<file path="src/rtl/gpu_mem_pkg.sv">
// Shared definitions for the core's data-memory path: widths, arbiter states, ring helper.
package gpu_mem_pkg;

  localparam int unsigned MEM_ADDR_BITS     = 8;
  localparam int unsigned MEM_DATA_BITS     = 8;
  localparam int unsigned MEM_NUM_CONSUMERS = 4;

  typedef enum logic [2:0] {
    IDLE,
    READ_WAIT,
    WRITE_WAIT,
    RELEASE
  } mem_arb_state_t;

  // Folds an index in [0, 2n-2] back onto the ring [0, n-1].
  function automatic int unsigned ring_wrap(input int unsigned idx, input int unsigned n);
    return (idx >= n) ? idx - n : idx;
  endfunction

endpackage

</file>
<file path="src/rtl/rr_priority_picker.sv">
// Round-robin picker: first pending consumer at or after rr_ptr, wrapping around the ring.
module rr_priority_picker
  import gpu_mem_pkg::*;
#(
  parameter int unsigned NUM_CONSUMERS = MEM_NUM_CONSUMERS,
  localparam int unsigned PTR_BITS = $clog2(NUM_CONSUMERS)
) (
  input  logic [NUM_CONSUMERS-1:0] pending,
  input  logic [PTR_BITS-1:0]      rr_ptr,
  output logic                     found,
  output logic [PTR_BITS-1:0]      index
);

  logic [PTR_BITS-1:0] cand;

  always_comb begin
    found = 1'b0;
    index = '0;
    cand  = '0;
    for (int unsigned k = 0; k < NUM_CONSUMERS; k++) begin
      cand = PTR_BITS'(ring_wrap(32'(rr_ptr) + k, NUM_CONSUMERS));
      if (!found && pending[cand]) begin
        found = 1'b1;
        index = cand;
      end
    end
  end

endmodule

</file>
<file path="src/rtl/data_mem_arbiter.sv">
// Round-robin arbiter sharing one data-memory read/write port among per-thread LSUs.
module data_mem_arbiter
  import gpu_mem_pkg::*;
#(
  parameter int unsigned ADDR_BITS     = MEM_ADDR_BITS,
  parameter int unsigned DATA_BITS     = MEM_DATA_BITS,
  parameter int unsigned NUM_CONSUMERS = MEM_NUM_CONSUMERS,
  localparam int unsigned PTR_BITS = $clog2(NUM_CONSUMERS)
) (
  input  logic                                    clk,
  input  logic                                    reset,
  input  logic [NUM_CONSUMERS-1:0]                consumer_read_valid,
  input  logic [NUM_CONSUMERS-1:0][ADDR_BITS-1:0] consumer_read_address,
  output logic [NUM_CONSUMERS-1:0]                consumer_read_ready,
  output logic [NUM_CONSUMERS-1:0][DATA_BITS-1:0] consumer_read_data,
  input  logic [NUM_CONSUMERS-1:0]                consumer_write_valid,
  input  logic [NUM_CONSUMERS-1:0][ADDR_BITS-1:0] consumer_write_address,
  input  logic [NUM_CONSUMERS-1:0][DATA_BITS-1:0] consumer_write_data,
  output logic [NUM_CONSUMERS-1:0]                consumer_write_ready,
  output logic                                    mem_read_valid,
  output logic [ADDR_BITS-1:0]                    mem_read_address,
  input  logic                                    mem_read_ready,
  input  logic [DATA_BITS-1:0]                    mem_read_data,
  output logic                                    mem_write_valid,
  output logic [ADDR_BITS-1:0]                    mem_write_address,
  output logic [DATA_BITS-1:0]                    mem_write_data,
  input  logic                                    mem_write_ready
);

  mem_arb_state_t      state_q;
  logic [PTR_BITS-1:0] rr_ptr_q;
  logic [PTR_BITS-1:0] grant_q;
  logic [PTR_BITS-1:0] grant_succ;
  logic [PTR_BITS-1:0] pick;
  logic                found;

  rr_priority_picker #(
    .NUM_CONSUMERS(NUM_CONSUMERS)
  ) u_picker (
    .pending(consumer_read_valid | consumer_write_valid),
    .rr_ptr (rr_ptr_q),
    .found  (found),
    .index  (pick)
  );

  assign grant_succ = (grant_q == PTR_BITS'(NUM_CONSUMERS - 1)) ? '0
                                                                : grant_q + PTR_BITS'(1);

  always_ff @(posedge clk or negedge reset) begin
    if (!reset) begin
      state_q              <= IDLE;
      rr_ptr_q             <= '0;
      grant_q              <= '0;
      consumer_read_ready  <= '0;
      consumer_read_data   <= '0;
      consumer_write_ready <= '0;
      mem_read_valid       <= 1'b0;
      mem_read_address     <= '0;
      mem_write_valid      <= 1'b0;
      mem_write_address    <= '0;
      mem_write_data       <= '0;
    end else begin
      unique case (state_q)
        IDLE: begin
          if (found) begin
            grant_q <= pick;
            // A consumer raising both valids gets its read first.
            if (consumer_read_valid[pick]) begin
              mem_read_valid   <= 1'b1;
              mem_read_address <= consumer_read_address[pick];
              state_q          <= READ_WAIT;
            end else begin
              mem_write_valid   <= 1'b1;
              mem_write_address <= consumer_write_address[pick];
              mem_write_data    <= consumer_write_data[pick];
              state_q           <= WRITE_WAIT;
            end
          end
        end
        READ_WAIT: begin
          if (mem_read_ready) begin
            mem_read_valid               <= 1'b0;
            consumer_read_data[grant_q]  <= mem_read_data;
            consumer_read_ready[grant_q] <= 1'b1;
            rr_ptr_q                     <= grant_succ;
            state_q                      <= RELEASE;
          end
        end
        WRITE_WAIT: begin
          if (mem_write_ready) begin
            mem_write_valid               <= 1'b0;
            consumer_write_ready[grant_q] <= 1'b1;
            rr_ptr_q                      <= grant_succ;
            state_q                       <= RELEASE;
          end
        end
        RELEASE: begin
          consumer_read_ready  <= '0;
          consumer_write_ready <= '0;
          // Wait for the served consumer to retract so its request is not issued twice.
          if (!consumer_read_valid[grant_q] && !consumer_write_valid[grant_q]) begin
            state_q <= IDLE;
          end
        end
        default: state_q <= IDLE;
      endcase
    end
  end

endmodule
</file>
<file path="config.mk">
export PLATFORM = sky130hd
export DESIGN_NAME = data_mem_arbiter
export DESIGN_NICKNAME = d
export VERILOG_FILES = /design/src/rtl/gpu_mem_pkg.sv /design/src/rtl/rr_priority_picker.sv /design/src/rtl/data_mem_arbiter.sv
export SDC_FILE = /design/constraint.sdc
export NUM_CORES = 1
export LEC_CHECK = 0
export ABC_CLOCK_PERIOD_IN_PS = 3400
export BUFFER_PORTS_ARGS = -buffer_cell sky130_fd_sc_hd__buf_2
export CAP_MARGIN = 25
export CORE_ASPECT_RATIO = 0.7
export CORE_MARGIN = 5
export CORE_UTILIZATION = 41
export DETAILED_ROUTE_END_ITERATION = 10
export PLACE_DENSITY = 0.72
export SYNTH_ARGS = -nofsm -noshare
export SYNTH_HDL_FRONTEND = slang
export SYNTH_HIERARCHICAL = 1
export SYNTH_SLANG_ARGS = --single-unit
</file>
<file path="constraint.sdc">
create_clock -name clk -period 3.4 [get_ports clk]
set_input_delay 0.17 -clock clk [delete_from_list [all_inputs] [get_ports clk]]
set_output_delay 0.17 -clock clk [all_outputs]
set_load 0.01 [all_outputs]
</file>
==> After elaboration in Yosys (flattened, before gate mapping) <==
Cells that the tools add are included.
W data, S select, Z words.
{ "op_classes": {"eq_ne": 10, "n_bitwise": 4, "addsub": 8, "muxes": 59, "n_reduce_logical": 26, "n_lt_le_gt_ge": 11} }
{ "op_table": {"columns": ["op", "n"], "rows": [
  ["$bmux W8 S2", 3],
  ["$bwmux W32", 1],
  ["$mux W8", 4],
  ["$mux W2", 12],
  ["$lt A2 B3 Y1 const B", 6],
  ["$mux W1", 18],
  ["$demux W8 S2", 1],
  ["$pmux W4 S2", 2],
  ["$bmux W1 S2", 7],
  ["$mux W3", 4],
  ["$ne A2 B2 Y1 const B", 6],
  ["$or A4 B4 Y4", 3],
  ["$pmux W3 S4", 1],
  ["$reduce_and A4 Y1", 3],
  ["$reduce_bool A2 Y1", 5],
  ["$ge A3 B3 Y1 const B", 3],
  ["$reduce_and A3 Y1", 3],
  ["$mux W4", 2],
  ["$reduce_and A2 Y1", 4],
  ["$sub A2 B1 Y2 const B", 4],
  ["$add A2 B2 Y3 const B", 2],
  ["$eq A3 B2 Y1 const B", 2],
  ["$logic_and A1 B1 Y1", 5],
  ["$logic_not A1 Y1", 5],
  ["11 further kinds", 12]
]} }
{ "word_totals": {"out_inout_bits": 66, "register_bits": 73, "elab_cells": 132, "in_bits": 116} }

==> Longest topological paths before layout <==
{ "logic_depth": {"word_depth": 19, "depth_mapped": 9, "ltp_nobuf": 8} }

==> Cells and area by module <==
Netlist, hierarchy kept.
{ "by_module_without_submodules": {"columns": ["mod", "cells_per_inst", "area_each_um2", "seq_area_each_um2", "n_inst"], "rows": [
  ["data_mem_arbiter", 246, 3719.8, 1801.7, 1],
  ["rr_priority_picker", 15, 77.6, 0.0, 1]
]} }

==> Worst setup path after synthesis <==
No wires, ideal clock.
{ "synth_timing": {"path_kind": "in2reg", "startpoint": "input port consumer_write_valid[2]", "endpoint": "register mem_write_address[0]", "required_ns": 3.275, "path_slack_ns": 0.923, "stages": 8, "setup_ns": 0.125, "arrival_ns": 2.352, "n_path_buf": 2, "path_cell_list": "or2_2 > a221o_1 > a21oi_1 > buf_6 > mux4_2 > nor2_8 > buf_12 > mux2_4"} }
{ "synth_via": {"elab_chain_cells": 17, "word_cells_on_any_way": 29, "cone_classes": "20 x mux; 2 x bitwise; 7 x reduce/logical"} }
{ "synth_rtl": {"columns": ["item", "line_no", "text"], "rows": [
  ["from (decl)", "data_mem_arbiter.sv:16", "input logic [NUM_CONSUMERS-1:0] consumer_write_valid,"],
  ["$or A4 B4 Y4 (*)", "data_mem_arbiter.sv:40", ".pending(consumer_read_valid | consumer_write_valid),"],
  ["$bmux W1 S2", "rr_priority_picker.sv:22", "if (!found && pending[cand]) begin"],
  ["$mux W1 (not written as such)", "rr_priority_picker.sv:22", null],
  ["$mux W1", "rr_priority_picker.sv:22", null],
  ["$logic_not A1 Y1", "rr_priority_picker.sv:22", null],
  ["$logic_and A1 B1 Y1", "rr_priority_picker.sv:22", null],
  ["$mux W1", "rr_priority_picker.sv:22", null],
  ["$logic_not A1 Y1", "rr_priority_picker.sv:22", null],
  ["(+2 left out)", null, null],
  ["$logic_not A1 Y1", "rr_priority_picker.sv:22", null],
  ["$logic_and A1 B1 Y1", "rr_priority_picker.sv:22", null],
  ["$mux W2 (*)", "rr_priority_picker.sv:22", null],
  ["net pick[0]", "data_mem_arbiter.sv:34", "logic [PTR_BITS-1:0] pick;"],
  ["$bmux W1 S2", "data_mem_arbiter.sv:68", "if (consumer_read_valid[pick]) begin"],
  ["$mux W1 (not written as such)", "data_mem_arbiter.sv:68", null],
  ["$not A1 Y1 (no line)", null, null],
  ["$reduce_and A3 Y1 (no line)", null, null],
  ["to (signal assigned)", "data_mem_arbiter.sv:74", "mem_write_address <= consumer_write_address[pick];"],
  ["to (decl)", "data_mem_arbiter.sv:25", "output logic [ADDR_BITS-1:0] mem_write_address,"]
]} }
Mark *: on every way through the listed nets, which the timed path passes. The rest lies on a longest branch. The select of a mux whose other input is x is not followed.
A chain may end at the register's enable or synchronous reset.

==> Worst setup path after layout <==
{ "layout_timing": {"startpoint": "register rr_ptr_q[0]", "endpoint": "register mem_write_data[4]"} }
{ "layout_via": {"elab_chain_cells": 18, "word_cells_on_any_way": 43, "cone_classes": "7 x add/sub; 4 x order compare; 24 x mux; 1 x bitwise; 7 x reduce/logical"} }
{ "layout_rtl": {"columns": ["item", "line_no", "text"], "rows": [
  ["from (decl)", "data_mem_arbiter.sv:31", "logic [PTR_BITS-1:0] rr_ptr_q;"],
  ["from (signal assigned)", "data_mem_arbiter.sv:85", "rr_ptr_q <= grant_succ;"],
  ["from (signal assigned)", "data_mem_arbiter.sv:93", "rr_ptr_q <= grant_succ;"],
  ["parallel branches: the longest is 13 deep, another holds $add A2 B1 Y3", null, null],
  ["$mux W2 (*)", "rr_priority_picker.sv:22", null],
  ["net pick[0]", "data_mem_arbiter.sv:34", null],
  ["$bmux W1 S2", "data_mem_arbiter.sv:68", null],
  ["$mux W1 (not written as such)", "data_mem_arbiter.sv:68", null],
  ["$not A1 Y1 (no line)", null, null],
  ["$reduce_and A3 Y1 (no line)", null, null],
  ["to (signal assigned)", "data_mem_arbiter.sv:75", "mem_write_data <= consumer_write_data[pick];"],
  ["to (decl)", "data_mem_arbiter.sv:26", "output logic [DATA_BITS-1:0] mem_write_data,"]
]} }
Mark *: on every way through the listed nets, which the timed path passes. The select of a mux whose other input is x is not followed.

==> impl_metrics.tcl <==
set metrics [dict create \
    synth_top_cell_by_area "dfrtp_1" \
    core_um2 9030 \
    cp_max_fo 16 \
    p_int_w 0.00301 \
    portBuffers 181 \
    crit_path_end_kind "flip-flop" \
    slew_headroom_pct 40.9 \
    dp.cells 556 \
    std_cell_rows 29 \
    clkSinkCount 72 \
    required_ps 3600 \
    grt_pass1_vias 3084 \
    post_cts_resized 0 \
    sw_frac_of_total_pct 35.4 \
    slowest_stage "mux4_2" \
    track_usage_pct 16.6 \
    clk_latency_ps 320 \
    ioPinCount 182 \
    seqPwrFrac_pct 33.1 \
    irDropWorstVdd_mv 0.398 \
    fmax_mhz 403 \
    htree_levels 3 \
    synth_cell_types 36 \
    synth_common_cells "dfrtp_1, mux2_2, mux4_2, nand2_1, o21ai_0" \
    firstDrtPassIters 4 \
    worst_slew_pin_slew_ps 886 \
    netlist_instances 261 \
    crit_path_cell_trace "inv_2 -> a221o_1 -> a21oi_4 -> mux4_2 -> nor2_8 -> mux2_2" \
    clock_path_buffers 2 \
    hp-class "primary input to async pin" \
    fin_skew_ps 5.20 \
    ys.flop_type "dfrtp_1" \
    start_util_pct 42.0 \
    grt_pass1_wl_um 15300 \
    cts_buffers 9 \
    maxSlewViolCount 0 \
    die_w_um 125 \
    status "complete, but fails checks" \
    cts_tree "done" \
    startpoint_type "flip-flop" \
    die-area_um2 11300 \
    routedWlPerCell_um 16.3 \
    yosysTopAreaCellShare_pct 47.4 \
    routed_wl_um 9320 \
    n_antenna_cell 0 \
    drt-vias-per-instance 5.09 \
    overflow 0 \
    p_sw_w 0.00165 \
    antenna_found_initial 0 \
    hpwl_um 7410 \
    synth_warnings 6 \
    timing.hold.ws_ps -23.9 \
    cp.arrival_ps 2680 \
    syn_avg_cell_area_um2 14.5 \
    path_class "flip-flop to flip-flop" \
    violations "negative hold slack" \
    combPwrFrac_pct 48.8 \
    yosysMostFrequentCell "dfrtp_1" \
    yosys-top-cells-area "dfrtp_1, mux2_2, mux4_2" \
    synth_area_um2 3800 \
    tns_ps 0 \
    min_period_ps 2480 \
    max_stage_delay_ps 640 \
    cts_root_buf "clkbuf_16" \
    p_per_area_nw_per_um2 922 \
    p_leak_nw 2.52 \
    clk_pin_slew_ps 60 \
    area_delta_synth_final_pct 32.9 \
    synth_nets 386 \
    synth-seq-area-share_pct 47.4 \
    clkPwrFrac_pct 18.1 \
    fin_cells 572 \
    period_share_pct 72.9 \
    die_y_um 90.5 \
    setup_viol 0 \
    async_flop_share_pct 100 \
    vias 2914 \
    finalWeightedCongestion 0.793 \
    final_nets 568 \
    hold_viol 65 \
    drc 0 \
    drt_iter0_markers 96 \
    drt.antenna.violating_nets 0 \
    grt_setup_unrepaired "no" \
    grt_max_degree 73 \
    max_cap_violations 0 \
    ys_seq_elements 72 \
    drive_gt1_share_pct 63.6 \
    cts_setup_buffers 0 \
    r2r_setup_slack_ps 920 \
    hold_buffers 0 \
    synth_edf_count 0 \
]
[routing by layer]
metal	track usage [%]	wire, um	up-vias
li1	-	-	1356
met1	20.7	3910	1421
met3	5.67	778	8
met2	28.1	4570	129
met4	3.43	63	0
met5	0	0	-
[stage by stage]
stage	total power, W	setup slack (ps)	utilization (%)	instance area (um2)
floorplan	0.00317	923	-	3800
global placement	0.00379	791	52.9	4780
detailed placement	0.00386	741	52.9	4780
CTS	0.00473	912	55.9	5050
global route	0.00499	821	55.9	5050
finish	0.00466	920	55.9	5050
[layout make-up]
cell class / count / area, um2
inverter: 12 / 45.0
multi-input combinational: 165 / 1850
timing repair buffer: 183 / 923
sequential: 72 / 1800
tap: 124 / 155
clock inverter: 6 / 42.5
clock buffer: 10 / 229
fill: 761 / 3990
[sequential cells by signal, indices dropped and copies added (netlist names)]
| register | count |
|---|---|
| mem_read_valid | 1 |
| consumer_write_ready | 4 |
| mem_write_data | 8 |
| rr_ptr_q | 2 |
| mem_write_address | 8 |
| mem_write_valid | 1 |
| consumer_read_ready | 4 |
| state_q | 2 |
| mem_read_address | 8 |
| grant_q | 2 |
| consumer_read_data | 32 |
[placed cells by master (no fill, tap or decap), drive strengths merged]
| cell | instances |
|---|---|
| a22o | 1 |
| o21bai | 1 |
| o311a | 1 |
| o31ai | 1 |
| o221ai | 1 |
| mux4 | 25 |
| mux2 | 61 |
| ha | 9 |
| or4 | 1 |
| a21oi | 6 |
| buf | 183 |
| clkinv | 2 |
| o311ai | 1 |
| nand3 | 7 |
| a31oi | 7 |
| clkinvlp | 2 |
| dfrtp | 72 |
| nor3 | 2 |
| or2 | 4 |
| mux2i | 1 |
| clkbuf | 10 |
| nor2 | 6 |
| a221o | 1 |
| nor3b | 1 |
| inv | 14 |
| nor2b | 2 |
| a211o | 1 |
| o21ai | 12 |
| nand2 | 12 |
| nand2b | 1 |
[worst max-delay path, delay by kind of cell, from the launching register on]
| kind | cells | cell delay, ps |
|---|---|---|
| buffers and inverters | 1 | 50 |
| AOI/OAI and AO/OA | 2 | 520 |
| muxes | 2 | 1020 |
| and+or+nand+nor | 1 | 370 |
| DFF | 1 | 390 |
[power by group through the flow]
stage / Sequential, W / Clock, W / Combinational, W
2_1_floorplan: 0.00169 / 0 / 0.00148
3_3_place_gp: 0.00154 / 0 / 0.00225
3_5_place_dp: 0.00155 / 0 / 0.00231
4_1_cts: 0.00154 / 0.000871 / 0.00231
5_1_grt: 0.00160 / 0.000919 / 0.00247
6_report: 0.00154 / 0.000843 / 0.00227
[cells by family (layout without fill, tap and decap cells)]
| logic type | count (synthesis) | after routing | share of synthesized area [%] |
|---|---|---|---|
| multiplexers | 87 | 87 | 35.0 |
| flip-flops | 72 | 72 | 47.4 |
| AND/OR/NAND/NOR | 36 | 36 | 5.07 |
| AO/OA/AOI/OAI | 33 | 33 | 5.37 |
| buffers and inverters | 24 | 211 | 4.18 |
| adder cells (fa/ha/maj) | 9 | 9 | 2.97 |
[final timing paths]
check                           depth (start not counted)                      to                   start
worst min-delay path                                    1       mem_write_data[7]                   reset
max in group asynchronous                               1              state_q[0]                   reset
worst max-delay path                                    6       mem_write_data[4]             rr_ptr_q[0]
worst min register to register                          1  consumer_read_data[19]  consumer_read_data[19]
min in group clk                                        2  consumer_read_data[11]        mem_read_data[3]
worst max register to register                          6       mem_write_data[4]             rr_ptr_q[0]
Power figures use the tool's default switching activity.
